`src/rtl/led_seq_pkg.sv`:
```
// Shared types for the LED blink sequencer: pattern modes and FSM states.
package led_seq_pkg;

  typedef enum logic [1:0] {
    MODE_OFF   = 2'd0,
    MODE_BLINK = 2'd1,
    MODE_RUN   = 2'd2,
    MODE_COUNT = 2'd3
  } mode_e;

  typedef enum logic [1:0] {
    ST_IDLE = 2'd0,
    ST_LOAD = 2'd1,
    ST_RUN  = 2'd2
  } state_e;

endpackage

```
`src/rtl/tick_edge_sync.sv`:
```
// Three-flop synchroniser for an asynchronous level, plus a registered
// single-cycle pulse on each synchronised rising edge.
module tick_edge_sync (
  input  logic clk_in,
  input  logic rst_n,
  input  logic async_in,
  output logic rise_pulse
);

  logic s1_reg;
  logic s2_reg;
  logic s3_reg;
  logic rise_reg;

  // s1 is the metastability catcher; edges are judged only from s2/s3.
  always_ff @(posedge clk_in or negedge rst_n) begin
    if (!rst_n) begin
      s1_reg   <= 1'b0;
      s2_reg   <= 1'b0;
      s3_reg   <= 1'b0;
      rise_reg <= 1'b0;
    end else begin
      s1_reg   <= async_in;
      s2_reg   <= s1_reg;
      s3_reg   <= s2_reg;
      rise_reg <= s2_reg & ~s3_reg;
    end
  end

  assign rise_pulse = rise_reg;

endmodule

```
`src/rtl/led_blink_sequencer.sv`:
```
// Advances an LED pattern on each synchronised slow tick and gates the lit
// LEDs with a PWM brightness mask before driving the board pins.
module led_blink_sequencer
  import led_seq_pkg::*;
#(
  parameter int          N_LED          = 5,
  parameter int          BW             = 4,
  parameter logic        LED_ACTIVE_LOW = 1'b1
) (
  input  logic             clk_in,
  input  logic             rst_n,
  input  logic             tick_in,
  input  logic             enable,
  input  logic [1:0]       mode,
  input  logic [BW-1:0]    brightness,
  output logic [N_LED-1:0] led,
  output logic             busy
);

  localparam logic [N_LED-1:0] LED_DARK = {N_LED{LED_ACTIVE_LOW}};
  localparam logic [N_LED-1:0] PAT_ZERO = '0;
  localparam logic [N_LED-1:0] PAT_ONE  = {{(N_LED-1){1'b0}}, 1'b1};
  localparam logic [BW-1:0]    PWM_MAX  = '1;
  localparam logic [BW-1:0]    PWM_ONE  = {{(BW-1){1'b0}}, 1'b1};

  state_e           state_reg;
  mode_e            mode_q_reg;
  logic [N_LED-1:0] pattern_reg;
  logic [BW-1:0]    bright_q_reg;
  logic [BW-1:0]    pwm_cnt_reg;
  logic [N_LED-1:0] led_reg;
  logic             busy_reg;

  logic  step;
  logic  pwm_on;
  mode_e mode_in;

  function automatic logic [N_LED-1:0] init_pattern(input mode_e m);
    case (m)
      MODE_BLINK: init_pattern = '1;
      MODE_RUN:   init_pattern = PAT_ONE;
      default:    init_pattern = PAT_ZERO;
    endcase
  endfunction

  function automatic logic [N_LED-1:0] advance_pattern(input mode_e m,
                                                       input logic [N_LED-1:0] p);
    case (m)
      MODE_BLINK: advance_pattern = ~p;
      MODE_RUN:   advance_pattern = {p[N_LED-2:0], p[N_LED-1]};
      MODE_COUNT: advance_pattern = p + PAT_ONE;
      default:    advance_pattern = PAT_ZERO;
    endcase
  endfunction

  tick_edge_sync u_tick_sync (
    .clk_in     (clk_in),
    .rst_n      (rst_n),
    .async_in   (tick_in),
    .rise_pulse (step)
  );

  assign mode_in = mode_e'(mode);
  assign pwm_on  = (pwm_cnt_reg < bright_q_reg);

  always_ff @(posedge clk_in or negedge rst_n) begin
    if (!rst_n) begin
      state_reg    <= ST_IDLE;
      mode_q_reg   <= MODE_OFF;
      pattern_reg  <= PAT_ZERO;
      bright_q_reg <= '0;
      pwm_cnt_reg  <= '0;
      led_reg      <= LED_DARK;
      busy_reg     <= 1'b0;
    end else begin
      // Output stage lags the pattern by one edge and stays dark outside RUN.
      if (state_reg == ST_RUN) begin
        led_reg <= (pattern_reg & {N_LED{pwm_on}}) ^ LED_DARK;
      end else begin
        led_reg <= LED_DARK;
      end

      case (state_reg)
        ST_IDLE: begin
          pattern_reg <= PAT_ZERO;
          pwm_cnt_reg <= '0;
          busy_reg    <= 1'b0;
          if (enable) begin
            state_reg <= ST_LOAD;
          end
        end

        ST_LOAD: begin
          mode_q_reg   <= mode_in;
          pattern_reg  <= init_pattern(mode_in);
          bright_q_reg <= brightness;
          pwm_cnt_reg  <= '0;
          busy_reg     <= 1'b1;
          state_reg    <= ST_RUN;
        end

        ST_RUN: begin
          if (!enable) begin
            state_reg   <= ST_IDLE;
            pattern_reg <= PAT_ZERO;
            pwm_cnt_reg <= '0;
            busy_reg    <= 1'b0;
          end else begin
            pwm_cnt_reg <= pwm_cnt_reg + PWM_ONE;
            // Duty only changes at a period boundary so no partial period glitches.
            if (pwm_cnt_reg == PWM_MAX) begin
              bright_q_reg <= brightness;
            end
            if (step) begin
              if (mode_in != mode_q_reg) begin
                mode_q_reg  <= mode_in;
                pattern_reg <= init_pattern(mode_in);
              end else begin
                pattern_reg <= advance_pattern(mode_q_reg, pattern_reg);
              end
            end
          end
        end

        default: begin
          state_reg <= ST_IDLE;
        end
      endcase
    end
  end

  assign led  = led_reg;
  assign busy = busy_reg;

endmodule
```
`config.mk`:
```
export PLATFORM = sky130hd
export DESIGN_NAME = led_blink_sequencer
export DESIGN_NICKNAME = d
export VERILOG_FILES = /design/src/rtl/led_seq_pkg.sv /design/src/rtl/tick_edge_sync.sv /design/src/rtl/led_blink_sequencer.sv
export SDC_FILE = /design/constraint.sdc
export NUM_CORES = 1
export LEC_CHECK = 0
export CELL_PAD_IN_SITES_DETAIL_PLACEMENT = 1
export CELL_PAD_IN_SITES_GLOBAL_PLACEMENT = 1
export CORE_UTILIZATION = 40
export DETAILED_ROUTE_END_ITERATION = 7
export GPL_TIMING_DRIVEN = 1
export PLACE_DENSITY = 0.75
export SLEW_MARGIN = 40
export SYNTH_ARGS = -nofsm -noshare
export SYNTH_HDL_FRONTEND = slang
export SYNTH_SLANG_ARGS = --single-unit
```
`constraint.sdc`:
```
create_clock -name clk_in -period 1.9 [get_ports clk_in]
set_input_delay 0.38 -clock clk_in [delete_from_list [all_inputs] [get_ports clk_in]]
set_output_delay 0.38 -clock clk_in [all_outputs]
set_load 0.01 [all_outputs]
```
**After elaboration in Yosys (flattened, before gate mapping)**

Cells that the tools add are included.

- Flip-flop bits (word level): 27
- Output and inout port bits: 6

- Add/subtract/negate cells: 2
- $lt $le $gt $ge: 1
- Equality and inequality tests: 16
- Multiplexer cells: 21
- Bitwise operators: 5
- Reductions and logical operators: 10

Operators by type and width:

| operator | number |
|---|---|
| 5-bit one-hot mux with 3 select lines | 2 |
| 5-bit 2-to-1 mux | 4 |
| 4-bit one-hot mux with 2 select lines | 2 |
| 4-bit 2-to-1 mux | 3 |
| 2-bit 2-to-1 mux | 5 |
| 5-bit inverter | 2 |
| 5-bit one-hot mux with 2 select lines | 1 |
| 2-bit equality test (second input constant) | 4 |
| 2-bit by 1-bit equality test with 1-bit output (second input constant) | 3 |
| 2-bit by 1-bit inequality test with 1-bit output (second input constant) | 3 |
| 2-bit inequality test (second input constant) | 3 |
| 2-bit one-hot mux with 3 select lines | 1 |
| 2-bit AND reduction | 3 |
| 5-bit by 1-bit adder with 5-bit output (second input constant) | 1 |
| 5-bit bitwise AND | 1 |
| 4-bit by 1-bit adder with 4-bit output (second input constant) | 1 |
| 4-bit equality test (second input constant) | 1 |
| 4-bit less-than comparator | 1 |
| 2-bit one-hot mux with 2 select lines | 1 |
| 4-bit AND reduction | 1 |
| 2-bit nonzero test | 2 |
| 3-bit by 2-bit inequality test with 1-bit output (second input constant) | 1 |
| 1-bit one-hot mux with 3 select lines | 1 |
| 3-bit AND reduction | 1 |
| 7 further kinds | 7 |

**Longest topological paths before layout**

Gate-level depths: netlist of the first run.

- Word-level depth: 6
- Mapped depth: 8
- Gate-level depth less buffers: 7

**By module**

From an unflattened synthesis of the first run, not the netlist that was laid out.

- Cells, all modules: 136
- Area, all modules: 1497.7 um^2

By module, submodules not included:

| module | times used | cells each | area an instance (um^2) |
|---|---|---|---|
| led_blink_sequencer | 1 | 131 | 1383.8 |
| tick_edge_sync | 1 | 5 | 113.9 |

**Worst setup path after synthesis of the first run**

OpenSTA, ideal clock, no wires.

- Path kind: flip-flop to flip-flop
- From: reg state_reg[0]
- To: reg bright_q_reg[0]
- Setup time: 125 ps
- Data arrival time: 1588 ps
- Required time: 1775 ps
- Slack: 187 ps
- Cell stages (with the launch flop): 7
- Period minus slack after synthesis: 1713 ps
- Cells stage by stage: dfrtp_1 > inv_1 > ha_1 > and2_1 > buf_4 > a41oi_4 > mux2_2

- Cells in the longest elaborated chain, start to end: 3
- Elaborated cells between the ends (all ways): 7
- Those cells by class: eq/ne: 4; mux: 1; reduce/logical: 2

RTL lines:

| item | line | text |
|---|---|---|
| start: declaration | led_blink_sequencer.sv:26 | `state_e state_reg;` |
| start signal: assignment | led_blink_sequencer.sv:68 | `state_reg <= ST_IDLE;` |
| start signal: assignment | led_blink_sequencer.sv:89 | `state_reg <= ST_LOAD;` |
| start signal: assignment | led_blink_sequencer.sv:99 | `state_reg <= ST_RUN;` |
| 2-bit equality test / 2-bit by 1-bit equality test with 1-bit output (equally long branches) | led_blink_sequencer.sv:83 | `case (state_reg)` |
| 2-bit by 1-bit inequality test with 1-bit output (no line) (tied with other cells) | - |  |
| 3-bit AND reduction (no line) | - |  |
| end signal: assignment | led_blink_sequencer.sv:96 | `bright_q_reg <= brightness;` |
| end signal: assignment | led_blink_sequencer.sv:112 | `bright_q_reg <= brightness;` |
| end: declaration | led_blink_sequencer.sv:29 | `logic [BW-1:0] bright_q_reg;` |

Parallel ways exist; a longest one is shown, timed or not.
A chain may end at the register's enable or synchronous reset.

**Worst setup path after layout of the first run**

- From: reg state_reg[0]
- To: reg bright_q_reg[2]

Same word-level chain as after synthesis.

==> impl_results.md, run 1 <==
- Status: complete, no violations
- Sequential share of power: about two fifths
- Worst hold slack: 0.3607 ns
- Placed Area: between 1500 and 2000 sq um
- Die Y: approximately 64 microns
- Hold path startpoint: u_tick_sync.s1_reg
- Final net count: 196
- Routed length on met2: roughly 1.5 mm
- Worst R2R Setup Slack: about 0.11 ns
- CTS Buf Count: 3
- Post-Syn Instances: 150
- FF+latch count, synth: 27
- Most used DFF post-synth: dfrtp_1
- Antenna cells: 0
- Critical Path RT: around 2.1 ns
- Setup TNS: 0 ns
- Final setup viols: 0
- Critical path class: reg -> reg
- Clk sink count: 27
- Synth warn: 0
- Max_cap viols: 0
- Residual DRC: 0
- Slew margin rel.: a little under 70%
- Root Driver: clkbuf_8
- PortBufs: 15
- Post-Route WL: between 3 and 4 mm
- Sequential share of the synthesized area: roughly 44%
- WL met1: 1.462 mm
- Syn avg cell area: 10.26 sq um
- Fin cells: approximately 220
- CP Launch Type: flip-flop
- Placement Setup Slack: -0.0008772 ns
- Async S/R FF share, synth: 100.0%
- Post-route setup slack: roughly 0.11 ns
- Antenna violations before repair: 0
- Final Core Density: approximately half
- First-pass GRT wire length: ~5.5 mm
- Placed cells: ~220
- Total power: 2.305 mW
- Largest net degree at the start of global routing: 28
- Fin. Hold Viols: 0
- Cts hold-fix bufs: 0
- Distinct cells, synth: between 40 and 50
- Worst hold path class: reg -> reg
- Reg-to-Reg Start: state_reg[0]
- Hold path endpoint: u_tick_sync.s2_reg
- Number of global-route vias before repair: approximately 1,200
- 1st-pass router iterations: 2
- CTS tree: yes
- Crit end category: flip-flop
- Met3 wire len: 63 microns
- Critical path data arrival time: slightly below 2 ns
- Core Rows: 22
- Top Layer Used: met4
- Max VDD drop: approximately 0.57 mV
- Final min period: roughly 1.8 ns
- Vias after detailed routing: 1,154
- Clk slew on worst S/H paths: approximately 0.090 ns
- RSZ-0062 raised after global routing: false
- Switch share: 39.49%
- Post-Syn Nets: roughly 170
- Yosys top cell area share: 35.77%
- Max-slew violations: 0
- FF-to-FF End: bright_q_reg[2]
- Max incr delay on CP: around 0.37 ns
- Initial Util: 41.72%
- Fillers: roughly 430
- Htree depth: 1
- Layout cells sized above 1: roughly a fifth
- Int Pwr: 1.394 mW
- Die Area: 4099 sq um
- EDFF count, synth: 0
- Post-Syn Area: between 1500 and 2000 sq um
- Most common cell in the netlist: dfrtp_1
- Post-synth top cells: 22 x dfrtp_1, 19 x nand2_1, 12 x ha_1, 12 x o21ai_0, 9 x nor2_1
- Slew @ Worst Pin: 0.4765 ns
- Peak Freq: approximately 560 MHz
- Grt ovf: 0
- CTS Buffer Depth: 2
- Largest cells by area after synthesis: dfrtp_1 36%, ha_1 9.8%, dfstp_2 8.5%, mux2_2 5.1%, nand2_1 4.6%
- Clock network fraction of design power: about 14%
- Drt first-iter violations: 39
- Area growth from synthesis to layout: 18.78%
- Die W: 64.03 microns
- CTS resizes: 0
- FF-to-FF path depth: 5
- Worst Path Max Fanout: 5
- WHS Path Cells: 0
- Final Cell Area: 1828 sq um
- Area of the multi-input gates: 797.0 sq um
- Antenna viol nets, final: 0
- GPL Wtd Cong: about 0.8
- PD cells: 1261 nW/um^2
- Post-detail-place hpwl: ~2.4 mm
- Period utilisation layout: 94.08%
- Buf/Inv on CP: 1
- DR WL/cell: 13.95 microns
- I/O Pins: 16
- Post-CTS Setup Inserts: 0
- Crit path max-delay family: multiplexers
- Pleak: ~0.82 nW
- Total GRT Usage: between 10% and 20%
- CP max stage cell: mux2_2
- Combinational share of power: a little under half
- Drt via density: between 5 and 6
- Psw: 0.9102 mW
- Setup Skew: around 0.0033 ns
- FF/Latch Area: ~680 sq um
- Area leader, netlist: dfrtp_1
- Core footprint: between 3000 and 4000 sq um
- Clk_lat worst skew: 0.27 ns
- Crit path cell chain: inv_1 -> ha_1 -> and2_2 -> a41oi_4 -> mux2_2
-- layer usage --
metal / up-vias / GRT usage (%)
li1: 574 / -
met1: 562 / 22.51
met2: 14 / 30.19
met3: 4 / 2.679
met4: 0 / 4.261
met5: - / 0
-- cell families after synthesis --
kind of cell / share of synthesized area [%]
adder cells (fa/ha/maj): 9.756
XOR/XNOR: 1.626
flip-flops: 44.31
AND/OR/NAND/NOR: 17.72
AO/OA/AOI/OAI: 17.48
buffers and inverters: 3.983
multiplexers: 5.122
-- cells in the final DEF, fill, tap and decap left out, drive strengths merged, types with 5 or more instances in the layout --
cell type and n:
mux2 7, dfrtp 22, inv 8, nand2 20, a21oi 5, nor2 9, o21ai 14, clkdlybuf4s50 15
ha 12, dfstp 5, buf 8
-- final cells by class --
type                    instances  share of cell area, %
clock buffers                   3                  2.259
well taps                      48                  3.285
repair buffers                 23                  11.50
flip-flops and latches         27                  37.30
multi-input cells             111                  43.60
inverters                       8                  1.643
clock inverters                 1                 0.4107
-- power by group through the flow --
stage / Combinational (mW) / Clock [mW] / Sequential (mW)
floorplan: 0.827 / 0 / 0.852
global placement: 0.996 / 0 / 0.924
global route: 1.17 / 0.366 / 0.968
finish: 1.05 / 0.332 / 0.926
detailed placement: 1.05 / 0 / 0.940
CTS: 1.06 / 0.341 / 0.931
-- worst max path at each step --
stage,depth (start not counted),end,start
CTS,7,pattern_reg[3],state_reg[0]
global placement,4,bright_q_reg[3],enable
floorplan,6,bright_q_reg[0],state_reg[0]
global route,7,pattern_reg[3],state_reg[0]
finish,5,bright_q_reg[2],state_reg[0]
detailed placement,6,pattern_reg[4],mode[1]
-- worst register-to-register path, stage by stage (launching register included) --
cell     delay, ns
dfrtp_1       0.36
inv_1         0.09
ha_1          0.27
and2_2        0.28
a41oi_4       0.31
mux2_2        0.37
Power figures use the tool's default switching activity.
==> run 2: changes to the inputs <==
--- a/config.mk
+++ b/config.mk
@@ -7,6 +7,7 @@
 export LEC_CHECK = 0
 export CELL_PAD_IN_SITES_DETAIL_PLACEMENT = 1
 export CELL_PAD_IN_SITES_GLOBAL_PLACEMENT = 1
+export CORE_MARGIN = 3
 export CORE_UTILIZATION = 40
 export DETAILED_ROUTE_END_ITERATION = 7
 export GPL_TIMING_DRIVEN = 1
==> run 2 against run 1 <==
Cell area decreased by 1.2%. Sequential power about the same. Setup slack improved by 0.021 ns. Worst hold slack improved by 0.0051 ns. Clock power decreased by 4%. Clock skew increased by 0.00083 ns. Global-route usage decreased by 1.8 points. Combinational power about the same. First-iteration DRC count unchanged. Core utilization increased by 1.8 points. Die area increased by 13%. Routed wire length increased by 4.1%. Critical endpoint is now bright_q_reg[0].
==> impl_results.md, run 2 (synthesis results as in run 1) <==
- Status: complete, no violations
- CP Launch Type: flip-flop
- Placed cells: 213 (-1.8%)
- Critical path class: reg -> reg
- Initial Util: 43.71% (+2.0 points)
- Switch share: 39.11% (-0.38 points)
- FF-to-FF path depth: 5 (unchanged)
- Total power: 2.279 mW (-1.1%)
- PortBufs: 15 (unchanged)
- CP Capture Point: bright_q_reg[0]
- Crit end category: flip-flop
- Cell count along the critical path: 5 (unchanged)
- Post-detail-place hpwl: 2.494 mm (+3.4%)
- Psw: 0.8911 mW (-2.1%)
- FF-to-FF End: bright_q_reg[0]
- Max-slew violations: 0 (unchanged)
- Vias after detailed routing: 1,162 (+0.69%)
- Slew @ Worst Pin: 0.4827 ns (+0.006184 ns)
- Residual DRC: 0 (unchanged)
- Max incr delay on CP: 0.37 ns (about the same)
- Peak Freq: 566.1 MHz (+1.2%)
- Final net count: 194 (-1.0%)
- WHS Path Cells: 0 (unchanged)
- Combinational share of power: 45.2% (-0.2 points)
- Clock network fraction of design power: 14.0% (-0.4 points)
- Grt ovf: 0 (unchanged)
- DR WL/cell: 14.79 microns (+6.0%)
- PD cells: 1261 nW/um^2 (about the same)
- Worst hold path class: reg -> reg
- Sequential share of power: 40.7% (+0.5 points)
- CTS tree: yes
- Drt via density: 5.355 (+2.5%)
- Final Cell Area: 1807 sq um (-1.2%)
- Placed Area: 1760 sq um (-0.99%)
- Fin cells: 217 (-1.8%)
- Max_cap viols: 0 (unchanged)
- Number of global-route vias before repair: 1,176 (-2.7%)
- Reg-to-Reg Start: state_reg[0]
- Slew margin rel.: 67.82% (-0.41 points)
- CTS Buf Count: 3 (unchanged)
- Core Rows: 21 (-4.5%)
- Antenna violations before repair: 0 (unchanged)
- Critical path data arrival time: 1.92 ns (-0.03 ns)
- Setup Skew: 0.004167 ns (+0.0008309 ns)
- Largest net degree at the start of global routing: 28 (unchanged)
- RSZ-0062 raised after global routing: false
- CTS Buffer Depth: 2 (unchanged)
- I/O Pins: 16 (unchanged)
- Max VDD drop: 0.8363 mV (+45%)
- Die W: 68.03 microns (+6.2%)
- Clk_lat worst skew: 0.27 ns (about the same)
- Critical Path RT: 2.05 ns (about the same)
- Total GRT Usage: 15.65% (-1.8 points)
- Layout cells sized above 1: 17.54% (-1.5 points)
- Antenna viol nets, final: 0 (unchanged)
- Worst R2R Setup Slack: 0.13 ns (+0.02 ns)
- Pleak: 0.8107 nW (-0.98%)
- Root Driver: clkbuf_8
- Crit path cell chain: inv_1 -> ha_1 -> and2_2 -> a41oi_4 -> mux2_2
- Post-Route WL: 3.209 mm (+4.1%)
- Most common cell after layout, fill and taps aside: dfrtp_1
- Buf/Inv on CP: 1 (unchanged)
- Fin. Hold Viols: 0 (unchanged)
- First-pass GRT wire length: 5.416 mm (-2.4%)
- Die Area: 4627 sq um (+13%)
- 1st-pass router iterations: 4 (+2)
- Most frequent cells in the layout: 22 x dfrtp_1, 19 x nand2_1, 15 x clkdlybuf4s50_1
- Period utilisation layout: 92.97% (-1.1 points)
- Worst Path Max Fanout: 5 (unchanged)
- Drt first-iter violations: 39 (unchanged)
- Htree depth: 1 (unchanged)
- Area growth from synthesis to layout: 17.40%
- Die Y: 68.03 microns (+6.2%)
- Worst hold slack: 0.3658 ns (+0.005074 ns)
- Final min period: 1.766 ns (-0.02109 ns)
- Crit path max-delay family: multiplexers
- Antenna cells: 0 (unchanged)
- GPL Wtd Cong: 0.7796 (-0.15%)
- Final setup viols: 0 (unchanged)
- Core footprint: 3521 sq um (-4.5%)
- CP max stage cell: mux2_2
- Clk slew on worst S/H paths: 0.09 ns (about the same)
- Worst setup startpoint: state_reg[0]
- Int Pwr: 1.387 mW (-0.51%)
- Cts hold-fix bufs: 0 (unchanged)
- Clk sink count: 27 (unchanged)
-- run 2: final cells by class --
cell class,count,area [sq um]
flip-flops and latches,27,681.9
inverters,8,30.03
fillers,421,1714
well taps,46,57.56
repair buffers,21,195.2
multi-input cells,111,797.0
clock buffers,4,45.04
-- run 2: how the worst min path moves through the flow --
stage	startpoint	slack (ns)	to
2_1_floorplan	rst_n	0.08	bright_q_reg[0]
3_3_place_gp	u_tick_sync.s1_reg	0.34	u_tick_sync.s2_reg
3_5_place_dp	u_tick_sync.s1_reg	0.34	u_tick_sync.s2_reg
4_1_cts	u_tick_sync.s1_reg	0.37	u_tick_sync.s2_reg
5_1_grt	u_tick_sync.s2_reg	0.38	u_tick_sync.s3_reg
6_report	u_tick_sync.s1_reg	0.37	u_tick_sync.s2_reg
-- run 2: per-stage QoR --
step	worst slack (ns)	util (%)	setup TNS, ns
floorplan	0.1872	-	0
global placement	0.03670	50.00	0
detailed placement	-0.005268	50.00	-0.01150
CTS	0.08073	51.28	0
global route	0.01532	51.31	0
finish	0.1337	51.31	0
-- run 2: timing repair --
item                       CTS  global route
resized for setup            0             1
setup endpoints to repair    0             4
setup buffers                0             0
-- run 2: worst register-to-register path, cell delays in order (launching register included) --
cell and delay (ns):
dfrtp_1 0.36, inv_1 0.08, ha_1 0.26, and2_2 0.27
a41oi_4 0.32, mux2_2 0.37
-- run 2: routing by layer --
metal	GRT usage (%)	wire length (microns)	up-vias
li1	-	-	568
met1	18.20	1460	574
met2	29.00	1617	16
met3	2.627	97	4
met4	4.715	34	0
met5	0	0	-
-- run 2: power by group through the flow --
| stage | Clock, mW | Sequential [mW] | Combinational [mW] |
|---|---|---|---|
| 3_3_place_gp | 0 | 0.925 | 0.991 |
| 5_1_grt | 0.359 | 0.961 | 1.17 |
| 4_1_cts | 0.330 | 0.931 | 1.05 |
| 3_5_place_dp | 0 | 0.945 | 1.04 |
| 6_report | 0.319 | 0.928 | 1.03 |
| 2_1_floorplan | 0 | 0.852 | 0.827 |
==> run 3: changes to the inputs <==
--- a/config.mk
+++ b/config.mk
@@ -7,7 +7,7 @@
 export LEC_CHECK = 0
 export CELL_PAD_IN_SITES_DETAIL_PLACEMENT = 1
 export CELL_PAD_IN_SITES_GLOBAL_PLACEMENT = 1
-export CORE_MARGIN = 3
+export CORE_MARGIN = 2
 export CORE_UTILIZATION = 40
 export DETAILED_ROUTE_END_ITERATION = 7
 export GPL_TIMING_DRIVEN = 1
==> run 3 against run 2 <==
First-iteration DRC count up 85%. Critical path depth did not move. Setup slack got worse by 0.022 ns. Largest power group unchanged.
==> impl_results.md, run 3 (synthesis results as in run 1) <==
- Max_cap viols: 0 (unchanged)
- Area of the multi-input gates: 797.0 sq um (unchanged)
- Vias after detailed routing: 1,176 (+1.2%)
- Layout cells sized above 1: 19.08% (+1.5 points)
- Total GRT Usage: 18.16% (+2.5 points)
- Drt via density: 5.321 (-0.63%)
- Critical path data arrival time: 1.96 ns (+0.04 ns)
- Final Core Density: 49.49% (-1.8 points)
- Clk sink count: 27 (unchanged)
- Post-Route WL: 3.413 mm (+6.4%)
- Psw: 0.9438 mW (+5.9%)
- Most frequent cells in the layout: 22 x dfrtp_1, 19 x nand2_1, 15 x clkdlybuf4s50_1
- Setup Skew: 0.005487 ns (+0.001320 ns)
- Critical Path RT: 2.07 ns (+0.02 ns)
- Number of global-route vias before repair: 1,302 (+11%)
- Htree depth: 1 (unchanged)
- Clk_lat worst skew: 0.28 ns (about the same)
- Final net count: 196 (+1.0%)
- Largest net degree at the start of global routing: 28 (unchanged)
- RSZ-0062 raised after global routing: false
- Most common cell after layout, fill and taps aside: dfrtp_1
- Placement Setup Slack: -0.05099 ns (-0.04572 ns)
- Int Pwr: 1.393 mW (+0.39%)
- Final setup viols: 0 (unchanged)
- Sequential share of power: 40.1% (-0.6 points)
- Max VDD drop: 0.5150 mV (-38%)
- GPL Wtd Cong: 0.7700 (-1.2%)
- First-pass GRT wire length: 6.037 mm (+11%)
- FF/Latch Area: 681.9 sq um (unchanged)
- CTS Buffer Depth: 2 (unchanged)
- Slew margin rel.: 66.44% (-1.4 points)
- Core Rows: 22 (+4.8%)
- CP Launch Type: flip-flop
- Residual DRC: 0 (unchanged)
- CTS Buf Count: 3 (unchanged)
- Slew @ Worst Pin: 0.5035 ns (+0.02080 ns)
- PortBufs: 15 (unchanged)
- Status: complete, no violations
- Worst hold path class: reg -> reg
- Post-route setup slack: 0.1118 ns (-0.02181 ns)
- Area growth from synthesis to layout: 18.62%
- Max-slew violations: 0 (unchanged)
- Root Driver: clkbuf_8
- CTS tree: yes
- Die Area: 4359 sq um (-5.8%)
- Antenna viol nets, final: 0 (unchanged)
- Peak Freq: 559.2 MHz (-1.2%)
- Grt ovf: 0 (unchanged)
- PD cells: 1280 nW/um^2 (+1.5%)
- Pleak: 0.8225 nW (+1.5%)
- Critical path class: reg -> reg
- Final min period: 1.788 ns (+0.02181 ns)
- Die W: 66.03 microns (-2.9%)
- Clock network fraction of design power: 14.3% (+0.3 points)
- Core footprint: 3689 sq um (+4.8%)
- Period utilisation layout: 94.11% (+1.1 points)
- Combinational share of power: 45.6% (+0.4 points)
- Post-detail-place hpwl: 2.705 mm (+8.4%)
- Crit end category: flip-flop
- Fin. Hold Viols: 0 (unchanged)
- DR WL/cell: 15.44 microns (+4.4%)
- Clk slew on worst S/H paths: 0.10 ns (about the same)
- I/O Pins: 16 (unchanged)
- Initial Util: 41.72% (-2.0 points)
- Switch share: 40.39% (+1.3 points)
- Post-CTS Setup Inserts: 0 (unchanged)
- 1st-pass router iterations: 4 (unchanged)
- Fillers: 436 (+3.6%)
- Antenna violations before repair: 0 (unchanged)
- Drt first-iter violations: 72 (+85%)
- Worst Path Max Fanout: 5 (unchanged)
- Die Y: 66.03 microns (-2.9%)
- Antenna cells: 0 (unchanged)
## run 3: power by group through the flow
stage,Clock [mW],Sequential [mW],Combinational (mW)
6_report,0.334,0.937,1.07
5_1_grt,0.365,0.972,1.20
4_1_cts,0.342,0.935,1.08
3_5_place_dp,0,0.947,1.07
3_3_place_gp,0,0.924,0.996
2_1_floorplan,0,0.852,0.827
## run 3: final timing paths
path                                    start                  to  slack [ns]  cells past startpoint
max                              state_reg[0]     bright_q_reg[3]        0.11                      5
min                        u_tick_sync.s1_reg  u_tick_sync.s2_reg        0.36                      0
max reg2reg                      state_reg[0]     bright_q_reg[3]        0.11                      5
min reg2reg                u_tick_sync.s1_reg  u_tick_sync.s2_reg        0.36                      0
max in group asynchronous               rst_n              led[4]        1.14                      2
min in group asynchronous               rst_n     bright_q_reg[1]        0.46                      2
## run 3: through the flow
stage / hold WS (ns) / cell area (sq um) / std cells / TNS, ns / power [mW]
final: 0.3637 / 1826 / 221 / 0 / 2.337
after global routing: 0.3860 / 1826 / 221 / 0 / 2.537
after CTS: 0.3646 / 1824 / 221 / 0 / 2.356
after detailed placement: 0.3427 / 1778 / 217 / -0.1232 / 2.021
after global placement: 0.3371 / 1778 / 217 / 0 / 1.921
after floorplan: 0.08441 / 1539 / 150 / 0 / 1.679
## run 3: repair_timing
item,4_1_cts,5_1_grt
gates resized for setup,0,1
endpoints found under the setup margin,0,5
hold buffers,0,0
## run 3: area by class of cell
cell class / instances / share of cell area [%]
Multi-Input combinational cell: 111 / 43.66
Sequential cell: 27 / 37.35
Timing Repair Buffer: 23 / 11.51
Tap cell: 48 / 3.290
Clock buffer: 3 / 2.262
Inverter: 8 / 1.645
Clock inverter: 1 / 0.2742
## run 3: per-layer routing
layer	track usage (%)	part of all wire [%]
met4	5.357	1.3
met3	2.044	2.3
met5	0	0
met1	21.35	44
met2	34.34	52
## run 3: critical path: stages (launching register included)
cell,delay [ns]
dfrtp_1,0.36
inv_1,0.09
ha_1,0.27
and2_2,0.28
a41oi_4,0.31
mux2_2,0.37
